File: config.mk
export PLATFORM = sky130hd
export DESIGN_NAME = tpu_command_assembler
export DESIGN_NICKNAME = d
export VERILOG_FILES = /design/src/rtl/tpu_command_assembler_pkg.sv /design/src/rtl/tpu_command_fifo.sv /design/src/rtl/tpu_command_assembler.sv
export SDC_FILE = /design/constraint.sdc
export NUM_CORES = 1
export LEC_CHECK = 0
export BUFFER_PORTS_ARGS = -buffer_cell sky130_fd_sc_hd__buf_2
export CAP_MARGIN = 25
export CORE_MARGIN = 4
export CORE_UTILIZATION = 40
export CTS_CLUSTER_DIAMETER = 40
export DETAILED_ROUTE_END_ITERATION = 8
export REMOVE_ABC_BUFFERS = 1
export SLEW_MARGIN = 5
export SYNTH_ARGS = -nofsm -noshare
export SYNTH_HDL_FRONTEND = slang
export SYNTH_SLANG_ARGS = --single-unit
File: constraint.sdc
create_clock -name clk -period 10.3 [get_ports clk]
set_input_delay 0 -clock clk [delete_from_list [all_inputs] [get_ports clk]]
set_output_delay 0 -clock clk [all_outputs]
set_load 0.1 [all_outputs]
File: src/rtl/tpu_command_assembler_pkg.sv
// tpu_command_assembler_pkg: TPU opcodes, command lengths, command width and issue FSM states
package tpu_command_assembler_pkg;
  localparam int CMD_W = 48;
  localparam logic [7:0] OP_CLEARSCREEN = 8'h01;
  localparam logic [7:0] OP_PRINT       = 8'h02;
  localparam logic [7:0] OP_LOCATE      = 8'h03;
  localparam logic [7:0] OP_SETATTR     = 8'h04;
  localparam logic [7:0] OP_SETMASK     = 8'h05;
  localparam logic [2:0] TPU_LEN_CLEARSCREEN = 3'd1;
  localparam logic [2:0] TPU_LEN_PRINT       = 3'd2;
  localparam logic [2:0] TPU_LEN_LOCATE      = 3'd3;
  localparam logic [2:0] TPU_LEN_SETATTR     = 3'd3;
  localparam logic [2:0] TPU_LEN_SETMASK     = 3'd4;
  localparam logic [2:0] TPU_LEN_OTHER       = 3'd1;
  typedef enum logic [1:0] {S_IDLE, S_ACK, S_HOLD} issue_state_t;
  function automatic logic [2:0] cmd_len(input logic [7:0] op);
    return op == OP_CLEARSCREEN ? TPU_LEN_CLEARSCREEN :
           op == OP_PRINT       ? TPU_LEN_PRINT :
           op == OP_LOCATE      ? TPU_LEN_LOCATE :
           op == OP_SETATTR     ? TPU_LEN_SETATTR :
           op == OP_SETMASK     ? TPU_LEN_SETMASK : TPU_LEN_OTHER;
  endfunction
endpackage

File: src/rtl/tpu_command_fifo.sv
// tpu_command_fifo: single-clock FIFO of assembled TPU commands; push while full is accepted only alongside a pop
module tpu_command_fifo
  import tpu_command_assembler_pkg::*;
#(
  parameter int DEPTH = 8,
  localparam int AW = $clog2(DEPTH)
) (
  input  logic             clk,
  input  logic             reset,
  input  logic             push,
  input  logic [CMD_W-1:0] din,
  input  logic             pop,
  output logic [CMD_W-1:0] dout,
  output logic             full,
  output logic             empty,
  output logic [AW:0]      count
);
  logic [CMD_W-1:0] mem [DEPTH];
  logic [AW-1:0] wr_ptr, rd_ptr;
  logic do_push, do_pop;
  always_comb begin
    full    = count == (AW+1)'(DEPTH);
    empty   = count == '0;
    do_pop  = pop && !empty;
    do_push = push && (!full || do_pop);
    dout    = mem[rd_ptr];
  end
  always_ff @(posedge clk) begin
    if (reset) begin
      wr_ptr <= '0;
      rd_ptr <= '0;
      count  <= '0;
    end else begin
      wr_ptr <= wr_ptr + AW'(do_push);
      rd_ptr <= rd_ptr + AW'(do_pop);
      count  <= count + (AW+1)'(do_push) - (AW+1)'(do_pop);
    end
  end
  always_ff @(posedge clk) if (do_push) mem[wr_ptr] <= din;
endmodule

File: src/rtl/tpu_command_assembler.sv
// tpu_command_assembler: assembles host bytes into 48-bit TPU commands, buffers and issues them.
// Optional inter-byte timeout enabled with TPU_ASSEMBLER_TIMEOUT_EN.
module tpu_command_assembler
  import tpu_command_assembler_pkg::*;
#(
  parameter int FIFO_DEPTH     = 8,
  parameter int TIMEOUT_CYCLES = 1000000
) (
  input  logic                          clk,
  input  logic                          reset,
  input  logic                          rx_valid,
  input  logic [7:0]                    rx_data,
  input  logic                          busy,
  output logic                          execute,
  output logic [CMD_W-1:0]              command,
  output logic [$clog2(FIFO_DEPTH):0]   fifo_count,
  output logic                          overflow
);
  logic [2:0] idx, len;
  logic [CMD_W-1:0] asm_buf, next_word, head;
  logic complete, timeout, pop, full, empty;
  issue_state_t state, state_nxt;
  // asm_buf is cleared after every command, so bytes above the last one are already zero
  always_comb begin
    len       = cmd_len(idx == '0 ? rx_data : asm_buf[7:0]);
    next_word = asm_buf | (CMD_W'(rx_data) << {idx, 3'b000});
    complete  = rx_valid && (idx + 3'd1 == len);
  end
`ifdef TPU_ASSEMBLER_TIMEOUT_EN
  logic [31:0] idle_cnt;
  assign timeout = idx != '0 && !rx_valid && idle_cnt == 32'(TIMEOUT_CYCLES - 1);
  always_ff @(posedge clk) begin
    if (reset || rx_valid || timeout || idx == '0) idle_cnt <= '0;
    else idle_cnt <= idle_cnt + 32'd1;
  end
`else
  logic unused_timeout;
  assign timeout = 1'b0;
  assign unused_timeout = |32'(TIMEOUT_CYCLES);
`endif
  always_ff @(posedge clk) begin
    if (reset) begin
      idx      <= '0;
      asm_buf  <= '0;
      overflow <= 1'b0;
    end else begin
      if (rx_valid) begin
        idx     <= complete ? 3'd0 : idx + 3'd1;
        asm_buf <= complete ? '0 : next_word;
      end else if (timeout) begin
        idx     <= '0;
        asm_buf <= '0;
      end
      if (complete && full && !pop) overflow <= 1'b1;
    end
  end
  tpu_command_fifo #(.DEPTH(FIFO_DEPTH)) u_fifo (
    .clk   (clk),
    .reset (reset),
    .push  (complete),
    .din   (next_word),
    .pop   (pop),
    .dout  (head),
    .full  (full),
    .empty (empty),
    .count (fifo_count)
  );
  always_ff @(posedge clk) state <= reset ? S_IDLE : state_nxt;
  // ACK is the gap cycle the TPU needs before busy becomes visible
  always_comb
    state_nxt = state == S_IDLE ? (pop ? S_ACK : S_IDLE) :
                state == S_ACK  ? S_HOLD :
                busy            ? S_HOLD : S_IDLE;
  always_comb begin
    pop     = state == S_IDLE && !empty && !busy;
    execute = state == S_ACK;
  end
  always_ff @(posedge clk) begin
    if (reset) command <= '0;
    else if (pop) command <= head;
  end
endmodule
==> impl_results.md, run 1 <==
* DRC viols at 0
* Final Instance Area at approximately 0.023 mm²
* Reg2reg end: u_fifo.mem[5][41]
* First-pass GRT wire length at 63,100 µm
* P_int at ~0.0044 W
* Xor/xnor share of the synthesized area at less than 1%
* Post-Synthesis Cells at approximately 1,100
* Startpoint Class: register
* RSZ-0062 raised after global routing: no
* Yosys warns at 0
* Share of cells above drive strength 1 at between 30% and 40%
* Drt wl/cell at between 20 and 25 µm
* Synth Register Bits at ~500
* Sw frac at between 30% and 40%
* Clk slew on worst S/H paths at 0.06 ns
* Reg area at between 0.01 and 0.015 mm²
* H-Tree Depth at 3
* Drt pass-1 iters at 5
* EDFF count, synth at about 380
* Setup TNS at 0 ns
* CTS root buffer: clkbuf_16
* Area grow syn2layout at 18.6%
* GRT overflow at 0
* Gp weighted congestion at about 0.74
* Via count at around 9,900
* Psw at between 0.002 and 0.0025 W
* Outcome: finished, final reports clean
* # nets final at 1,228
* Worst Hold Class: in2reg
* Via density per instance at roughly 5.3
* Die area at roughly 0.053 mm²
* Die H at between 200 and 250 µm
* Pins Over Slew Limit at 0
* Port-buffer cells at between 60 and 70
* I/O pin cnt at 66
* WP data required at 10.51 ns
* Cts hold-fix bufs at 3
* CP Data Arrival Time at 4.08 ns
* Max frequency at 259 MHz
* # resized after CTS at 0
* Post-CTS Setup Inserts at 0
* Latest clock arrival within the worst-skew pair at approximately 0.58 ns
* R2r startpoint: idx[0]
* Slew HR at between 30% and 40%
* Post-synth ARST share at 0%
* Maximum VDD drop at ~0.31 mV
* Synthesized cell area at 0.0196 mm²
* Worst Path Max Fanout at 32
* Hpwl dp at ~22,000 µm
* GRT Overall Usage at approximately 16%
* Synth Area in Simple Gates at around 7%
* Hold endpoint: asm_buf[37]
* HP Start: rx_data[5]
* Clock share of power at roughly two fifths
* DRT antenna net count at 0
* Total power draw at between 0.006 and 0.007 W
* Post-DP Area at a little over 0.02 mm²
* Leakage dissipation at 7.55 nW
* CTS tree: built
* Post-synthesis cell type count at 46
* Commonest non-fill, non-tap cell in the layout: edfxtp_1
* Fin crit period at just under 4 ns
* Final cycle utilization of the critical path at 37.6%
* Initial antenna violation count at 1
* Post-synthesis compound-gate area fraction at 5.50%
* Filler cells at 3,964
* Setup slack, reg-to-reg at approximately 6.4 ns
* Final Core Density at a little under 50%
* Avg Cell Area, Syn at roughly 18 µm²
* Worst-Margin Slew at slightly above 1 ns
* Path type of the worst setup path: reg2reg
* Fin. Hold Viols at 0
* Vias in the first global route at about 10,000
* Adder-cell share of the synthesized area at 0.869%
* Final setup violation count at 0
* Worst hold path stage count at 4
* Area of the multi-input gates at about 0.0054 mm²
* Core Rows at 80
* Mux cell area share after synthesis at 13.7%
* Clock Sinks at just under 500
* Largest net degree at the start of global routing at between 90 and 100
* Core Box Area at between 0.04 and 0.05 mm²
* Register-to-Register Path Depth at 11
* Clock Skew at approximately 0.015 ns
* Initial DRC Count at about 750
* Final wirelength at about 41,000 µm
* DIE WIDTH at around 230 µm
* Combinational share of power at between 20% and 30%
* Main combinational cell family by area after synthesis: multiplexers
* Sequential power share at 38.1%
* Clock Path Buffers at 3
* Initial Util at 40.7%
* Power Density at ~280 mW/mm²
* Top FF cell, synth: edfxtp_1
* Sequential area share after synthesis at a little over two thirds
* TritonCTS buffer count at 72
* Max Cap Viol at 0
* Most frequent cells in the layout: 384 x edfxtp_1, 109 x dfxtp_1, 96 x mux4_2
* CP endpoint kind: register
-- routing by layer --
layer	share of wire [%]	routed length (µm)	vias to the layer above	track usage [%]
met5	0	0	-	0
met4	2.0	829	0	4.83
met3	5.6	2280	70	3.47
met1	46	18600	5066	21.8
met2	47	18900	216	24.4
li1	-	-	4583	-
-- state kept, by name (all words and copies together) (netlist names) --
name	count
u_fifo.mem	384
asm_buf	48
command	48
u_fifo.count	4
idx	3
u_fifo.rd_ptr	3
u_fifo.wr_ptr	3
state	2
overflow	1
-- power groups by stage --
stage	registers (W)	clock network (W)	logic, W
2_1_floorplan	0.00305	0	0.000592
3_3_place_gp	0.00251	0	0.00140
3_5_place_dp	0.00250	0	0.00143
4_1_cts	0.00246	0.00264	0.00143
5_1_grt	0.00248	0.00272	0.00151
6_report	0.00245	0.00258	0.00141
-- metrics by stage --
| step | std cells | setup slack [ns] | hold WS [ns] |
|---|---|---|---|
| 2_1_floorplan | 1036 | 3.08 | 0.0667 |
| 3_3_place_gp | 1734 | 6.56 | 0.254 |
| 3_5_place_dp | 1738 | 6.41 | 0.267 |
| 4_1_cts | 1875 | 6.40 | 0.0360 |
| 5_1_grt | 1878 | 6.19 | 0.0652 |
| 6_report | 1880 | 6.43 | 0.0693 |
-- final cells by class --
class / instances / share of cell area [%]
clock inverter: 46 / 2.53
tap: 615 / 3.31
clock buffer: 88 / 8.57
timing repair buffer: 93 / 2.71
multi-input combinational: 526 / 23.2
antenna: 2 / 0.0216
inverter: 14 / 0.237
sequential: 496 / 59.4
-- cell families after synthesis --
group,after synthesis
mux,147
xor+xnor,7
compound gates,156
buf+inv,88
fa+ha+maj,13
simple gates,203
flops,496
-- critical path, stage by stage, from the launching register on --
cell and delay [ns]:
dfxtp_1 0.45, inv_1 0.21, ha_1 0.30, nand2b_4 0.13, mux2i_4 0.28, mux2i_1 0.26, a211oi_2 0.12, o21ai_2 0.17
nand3_2 0.28, inv_2 0.18, and4b_2 0.55, buf_4 0.51
-- cells in the mapped netlist, types with 15 or more instances --
master	number	area (µm²)
nor2_1	64	240
edfxtp_1	384	11500
o21ai_1	40	200
a211oi_1	48	360
nand3_2	51	510
mux4_2	96	2160
dfxtp_1	112	2240
clkbuf_1	45	169
mux2i_1	50	500
a21o_1	47	353
buf_2	15	75.1
nand2b_1	46	288
-- worst max path at each step --
stage | startpoint | to | depth (start not counted)
finish | idx[0] | u_fifo.mem[5][41] | 11
floorplan | u_fifo.count[2] | u_fifo.mem[0][0] | 6
detailed placement | idx[0] | u_fifo.mem[5][27] | 11
CTS | idx[0] | u_fifo.mem[5][24] | 11
global placement | idx[0] | u_fifo.mem[5][19] | 11
global route | idx[0] | u_fifo.mem[5][24] | 11
Power figures use the tool's default switching activity.
==> run 2: changes to the inputs <==
==> constraint.sdc (replaced) <==
create_clock -name clk -period 3.75 [get_ports clk]
set_input_delay 0 -clock clk [delete_from_list [all_inputs] [get_ports clk]]
set_output_delay 0 -clock clk [all_outputs]
set_load 0.1 [all_outputs]
==> run 2 against run 1 <==
Sequential share of layout area grew 0.36 points. Critical path type unchanged. Critical endpoint is now u_fifo.count[2]. Fmax grew 16%. Combinational power increased to 2.8 times the previous value. Global-route usage fell by 0.20 points.
==> impl_results.md, run 2 (synthesis results as in run 1) <==
* Die area at 0.0525 mm² (unchanged)
* Vias in the first global route at 10,433 (+0.029%)
* Sw frac at 31.7% (+0.58 points)
* Psw at 0.00542 W (+170%)
* First-pass GRT wire length at 62,300 µm (-1.3%)
* Clk slew on worst S/H paths at 0.05 ns (about the same)
* Maximum VDD drop at 0.499 mV (+60%)
* Area grow syn2layout at 17.9%
* WP data required at 4.19 ns (-6.32 ns)
* Final cycle utilization of the critical path at 89.2% (+52 points)
* Post-place setup slack at 0.406 ns (-6.01 ns)
* Final wirelength at 39,800 µm (-1.8%)
* RSZ-0062 raised after global routing: no
* # nets final at 1,228 (unchanged)
* DIE WIDTH at 229 µm (unchanged)
* GRT Overall Usage at 15.3% (-0.20 points)
* GRT busiest layer: met2
* Combinational share of power at 22.7% (+0.8 points)
* Drt pass-1 iters at 4 (-1)
* Drt wl/cell at 21.2 µm (-1.6%)
* Core Rows at 80 (unchanged)
* TritonCTS buffer count at 71 (-1.4%)
* Gp weighted congestion at 0.710 (-4.4%)
* Worst Hold Class: in2reg
* Via density per instance at 5.27 (-0.30%)
* Final setup violation count at 0 (unchanged)
* CTS tree: built
* Fin. Hold Viols at 0 (unchanged)
* Clock share of power at 37.9% (-2.1 points)
* DRC viols at 0 (unchanged)
* Max frequency at 299 MHz (+16%)
* Hpwl dp at 21,400 µm (-2.7%)
* Placed cells at 1,741 (+0.17%)
* Outcome: finished, final reports clean
* Initial DRC Count at 628 (-16%)
* I/O pin cnt at 66 (unchanged)
* Max Cap Viol at 0 (unchanged)
* Core Box Area at 0.0480 mm² (unchanged)
* P_int at 0.0117 W (+160%)
* Most frequent cells in the layout: 384 x edfxtp_1, 109 x dfxtp_1, 96 x mux4_2
* DRT antenna net count at 0 (unchanged)
* Reg area at 0.0138 mm² (unchanged)
* Slew HR at 42.6% (+12 points)
* Post-CTS Setup Inserts at 0 (unchanged)
* Sequential power share at 39.4% (+1.3 points)
* Port-buffer cells at 65 (unchanged)
* H-Tree Depth at 3 (unchanged)
* Die H at 229 µm (unchanged)
* Total power draw at 0.0171 W (+170%)
* Biggest register: u_fifo.mem
* Latest clock arrival within the worst-skew pair at 0.58 ns (about the same)
* Worst-Margin Slew at 0.861 ns (-0.170 ns)
* Fin crit period at 3.34 ns (-0.524 ns)
* Filler cells at 4,022 (+1.5%)
* CTS root buffer: clkbuf_16
* Clock Skew at 0.0245 ns (+0.00920 ns)
* Pins Over Slew Limit at 0 (unchanged)
* Initial antenna violation count at 0 (-1)
* Leakage dissipation at 7.46 nW (-1.1%)
* Path type of the worst setup path: reg2reg
* Final worst slack at 0.406 ns (-6.03 ns)
* Area of the multi-input gates at 0.00539 mm² (about the same)
* Largest register FFs at 384 (unchanged)
* Antenna Cells at 0 (-2)
* GRT overflow at 0 (unchanged)
* CP endpoint kind: register
* Largest net degree at the start of global routing at 66 (-33%)
* Share of cells above drive strength 1 at 30.1% (-0.74 points)
* Initial Util at 40.7% (unchanged)
* Post-Layout Cell Count at 1,876 (-0.21%)
* CP Data Arrival Time at 3.79 ns (-0.29 ns)
* Final Core Density at 48.0% (-0.29 points)
* Clock Path Buffers at 3 (unchanged)
* Commonest non-fill, non-tap cell in the layout: edfxtp_1
* Met2 global-route usage at 25.1% (+0.71 points)
* GRT met3 Usage at 2.97% (-0.50 points)
* Startpoint Class: register
* Biggest regs: u_fifo.mem (384), asm_buf (48), command (48)
* Via count at 9,884 (-0.51%)
* Met1 usage in global routing at 21.0% (-0.79 points)
* # resized after CTS at 0 (unchanged)
* Worst Path Max Fanout at 8 (-75%)
* Power Density at 742 mW/mm² (+170%)
* Clock Sinks at 496 (unchanged)
==> run 2: changes by cell type in the layout (fill, tap and decap cells not counted), moves of 4 or more <==
| cell | delta |
|---|---|
| clkbuf_16 | -5 |
| clkinv_1 | +4 |
| buf_12 | +11 |
| bufinv_16 | -5 |
| buf_4 | -8 |
==> run 2: power groups by stage <==
| stage | Combinational, W | Clock (W) | Sequential, W |
|---|---|---|---|
| 5_1_grt | 0.00416 | 0.00690 | 0.00682 |
| 4_1_cts | 0.00396 | 0.00665 | 0.00677 |
| 2_1_floorplan | 0.00163 | 0 | 0.00837 |
| 6_report | 0.00388 | 0.00649 | 0.00675 |
| 3_3_place_gp | 0.00389 | 0 | 0.00689 |
| 3_5_place_dp | 0.00395 | 0 | 0.00687 |
==> run 2: what timing repair did <==
item                       4_1_cts  5_1_grt
hold endpoints to repair        42        0
hold buffers                     4        0
setup endpoints to repair        0        0
==> run 2: final timing paths <==
| check | start | endpoint | slack, ns | cells past startpoint |
|---|---|---|---|---|
| min | rx_data[5] | asm_buf[45] | 0.04 | 4 |
| min reg2reg | asm_buf[30] | asm_buf[30] | 0.46 | 2 |
| max | idx[0] | u_fifo.count[2] | 0.41 | 14 |
| max reg2reg | idx[0] | u_fifo.count[2] | 0.41 | 14 |
==> run 2: cell type report <==
cell class                 count  area share [%]
clock buffer                  87            8.23
tap                          615            3.33
clock inverter                44            1.95
multi-input combinational    526            23.4
inverter                      14           0.239
sequential                   496            59.7
timing repair buffer          94            3.14
==> run 2: critical path, stage by stage (launching register included) <==
cell and delay [ns]:
dfxtp_1 0.46, inv_1 0.21, ha_1 0.29, nand2b_4 0.13, mux2i_4 0.28, mux2i_1 0.24, a211oi_2 0.11, o21ai_2 0.16
nand3_2 0.28, inv_2 0.18, ha_1 0.19, inv_1 0.06, fa_1 0.41, xor2_1 0.17, nor2_1 0.05
==> run 2: per-stage QoR <==
step | hold WS [ns] | setup TNS (ns) | area (µm²)
after floorplan | 0.0667 | -601.38 | 19200
after global placement | 0.255 | 0 | 20600
after detailed placement | 0.260 | 0 | 20700
after CTS | 0.00227 | 0 | 23100
after global routing | 0.0302 | 0 | 23100
final | 0.0358 | 0 | 23100
==> run 2: per-layer routing <==
| metal | vias up | wire length [µm] |
|---|---|---|
| met4 | 0 | 704 |
| met2 | 180 | 19400 |
| li1 | 4587 | - |
| met3 | 62 | 1670 |
| met5 | - | 0 |
| met1 | 5055 | 18000 |
==> run 3: changes to the inputs <==
--- a/config.mk
+++ b/config.mk
@@ -7,8 +7,9 @@
 export LEC_CHECK = 0
 export BUFFER_PORTS_ARGS = -buffer_cell sky130_fd_sc_hd__buf_2
 export CAP_MARGIN = 25
+export CORE_ASPECT_RATIO = 2
 export CORE_MARGIN = 4
-export CORE_UTILIZATION = 40
+export CORE_UTILIZATION = 41
 export CTS_CLUSTER_DIAMETER = 40
 export DETAILED_ROUTE_END_ITERATION = 8
 export REMOVE_ABC_BUFFERS = 1
==> run 3 against run 2 <==
The flow now finishes with violations (hold timing). Total power is 7.0% lower. Sequential share of layout area is 1.5 points higher. Core utilization is 0.53 points lower. Fmax is 3.9% lower. Via count is 0.23% higher. Clock-buffer cell count is 32 lower. Setup slack worse by 0.13 ns. First-iteration DRC count is 6.1% lower. Combinational power hardly changed. Clock skew is 0.0056 ns lower. Largest cell class unchanged. Largest power group unchanged.
==> impl_results.md, run 3 (synthesis results as in run 1) <==
* GRT Overall Usage at 16.5% (+1.2 points)
* First-pass GRT wire length at 64,100 µm (+2.9%)
* Combinational share of power at 24.5% (+1.8 points)
* Max Cap Viol at 0 (unchanged)
* Drt wl/cell at 22.6 µm (+6.7%)
* Fin. Hold Viols at 1 (+1)
* DIE WIDTH at 163 µm (-29%)
* # nets final at 1,209 (-1.5%)
* Initial DRC Count at 590 (-6.1%)
* CTS tree: built
* Post-place setup slack at 0.276 ns (-0.130 ns)
* Failing checks: hold timing
* GRT overflow at 0 (unchanged)
* Startpoint Class: register
* Vias in the first global route at 10,638 (+2.0%)
* Fin crit period at 3.48 ns (+0.135 ns)
* Setup TNS at 0 ns (unchanged)
* Leakage dissipation at 7.18 nW (-3.8%)
* Final Core Density at 47.5% (-0.53 points)
* Final wirelength at 42,000 µm (+5.4%)
* Core Rows at 113 (+41%)
* Via count at 9,907 (+0.23%)
* Area grow syn2layout at 14.9%
* Pins Over Slew Limit at 0 (unchanged)
* DRT antenna net count at 0 (unchanged)
* Clock Path Buffers at 3 (unchanged)
* Final setup violation count at 0 (unchanged)
* Outcome: finished with violations
* H-Tree Depth at 2 (-1)
* Most frequent cells in the layout: 384 x edfxtp_1, 109 x dfxtp_1, 96 x mux4_2
* P_int at 0.0108 W (-7.7%)
* Final cycle utilization of the critical path at 92.8% (+3.6 points)
* Via density per instance at 5.34 (+1.4%)
* Sw frac at 32.2% (+0.55 points)
* Worst Path Max Fanout at 19 (+11)
* Largest net degree at the start of global routing at 69 (+4.5%)
* Sequential power share at 42.6% (+3.2 points)
* Power Density at 708 mW/mm² (-4.6%)
* CTS root buffer: clkbuf_16
* Max frequency at 287 MHz (-3.9%)
* Drt pass-1 iters at 5 (+1)
* Gp weighted congestion at 0.766 (+7.9%)
* Initial antenna violation count at 0 (unchanged)
* Clock Skew at 0.0189 ns (-0.00556 ns)
* Clk slew on worst S/H paths at 0.07 ns (+0.02 ns)
* Hold slack at -0.00215 ns (-0.0380 ns)
* Die area at 0.0515 mm² (-2.0%)
* Path type of the worst setup path: reg2reg
* Latest clock arrival within the worst-skew pair at 0.56 ns (-0.02 ns)
* WP data required at 4.01 ns (-0.18 ns)
* CP Data Arrival Time at 3.73 ns (-0.06 ns)
* Worst Hold Class: in2reg
* CP endpoint kind: register
* Register-to-Register Path Depth at 10 (-4)
* Clock share of power at 32.9% (-5.0 points)
* Largest register FFs at 384 (unchanged)
* Worst hold path stage count at 2 (-2)
* TritonCTS buffer count at 48 (-32%)
* Filler cells at 3,976 (-1.1%)
* I/O pin cnt at 66 (unchanged)
* Commonest non-fill, non-tap cell in the layout: edfxtp_1
* Hpwl dp at 23,800 µm (+11%)
* # resized after CTS at 0 (unchanged)
* Slew HR at 38.2% (-4.4 points)
* Total power draw at 0.0159 W (-7.0%)
* Antenna Cells at 0 (unchanged)
* Port-buffer cells at 65 (unchanged)
* Biggest register: u_fifo.mem
* Maximum VDD drop at 0.599 mV (+20%)
* Biggest regs: u_fifo.mem (384), asm_buf (48), command (48)
* Share of cells above drive strength 1 at 28.9% (-1.2 points)
* Worst-Margin Slew at 0.920 ns (+0.0590 ns)
* Initial Util at 41.3% (+0.59 points)
* RSZ-0062 raised after global routing: no
* Clock Sinks at 496 (unchanged)
* Final worst slack at 0.271 ns (-0.135 ns)
* DRC viols at 0 (unchanged)
* Die H at 317 µm (+38%)
* Psw at 0.00513 W (-5.4%)
* Core Box Area at 0.0474 mm² (-1.4%)
-- run 3: area by class of cell --
type	instances	area [µm²]	share of cell area [%]
clock buffer	55	1270	5.64
clock inverter	33	463	2.06
inverter	14	53.8	0.239
multi-input combinational	526	5400	24.0
sequential	496	13800	61.3
tap	632	791	3.51
timing repair buffer	98	733	3.26
-- run 3: timing repair --
action | in CTS | in global routing
hold buffers | 2 | 0
buffers inserted | 0 | 0
hold endpoints to repair | 20 | 0
-- run 3: path summary, 6_finish.rpt --
kind               start           endpoint  slack [ns]
min                reset   u_fifo.rd_ptr[0]      -0.002
min reg2reg  asm_buf[42]        asm_buf[42]        0.46
max               idx[0]  u_fifo.mem[1][35]        0.27
max reg2reg       idx[0]  u_fifo.mem[1][35]        0.27
-- run 3: metrics by stage --
step,instance area [µm²],std cells
finish,22500,1854
global placement,20700,1764
detailed placement,20700,1764
global route,22500,1854
CTS,22500,1854
floorplan,19200,1036
-- run 3: power groups by stage --
stage,logic [W],registers (W),clock network (W)
finish,0.00390,0.00678,0.00524
floorplan,0.00163,0.00837,0
CTS,0.00399,0.00680,0.00537
global route,0.00417,0.00685,0.00559
global placement,0.00395,0.00689,0
detailed placement,0.00397,0.00692,0
-- run 3: layer usage --
metal | vias up | track usage (%) | routed length (µm)
met1 | 5133 | 19.0 | 15900
li1 | 4515 | - | -
met5 | - | 0 | 0
met3 | 62 | 2.07 | 1380
met4 | 0 | 5.71 | 1120
met2 | 197 | 31.2 | 23500
-- run 3: critical path, cell delays in order, from the launching register on --
cell and delay, ns:
dfxtp_1 0.44, inv_1 0.19, ha_1 0.30, nand2b_4 0.14, mux2i_4 0.28, mux2i_1 0.24, a211oi_2 0.12, o21ai_2 0.18
nand3_2 0.29, nor4b_4 0.72, buf_12 0.26
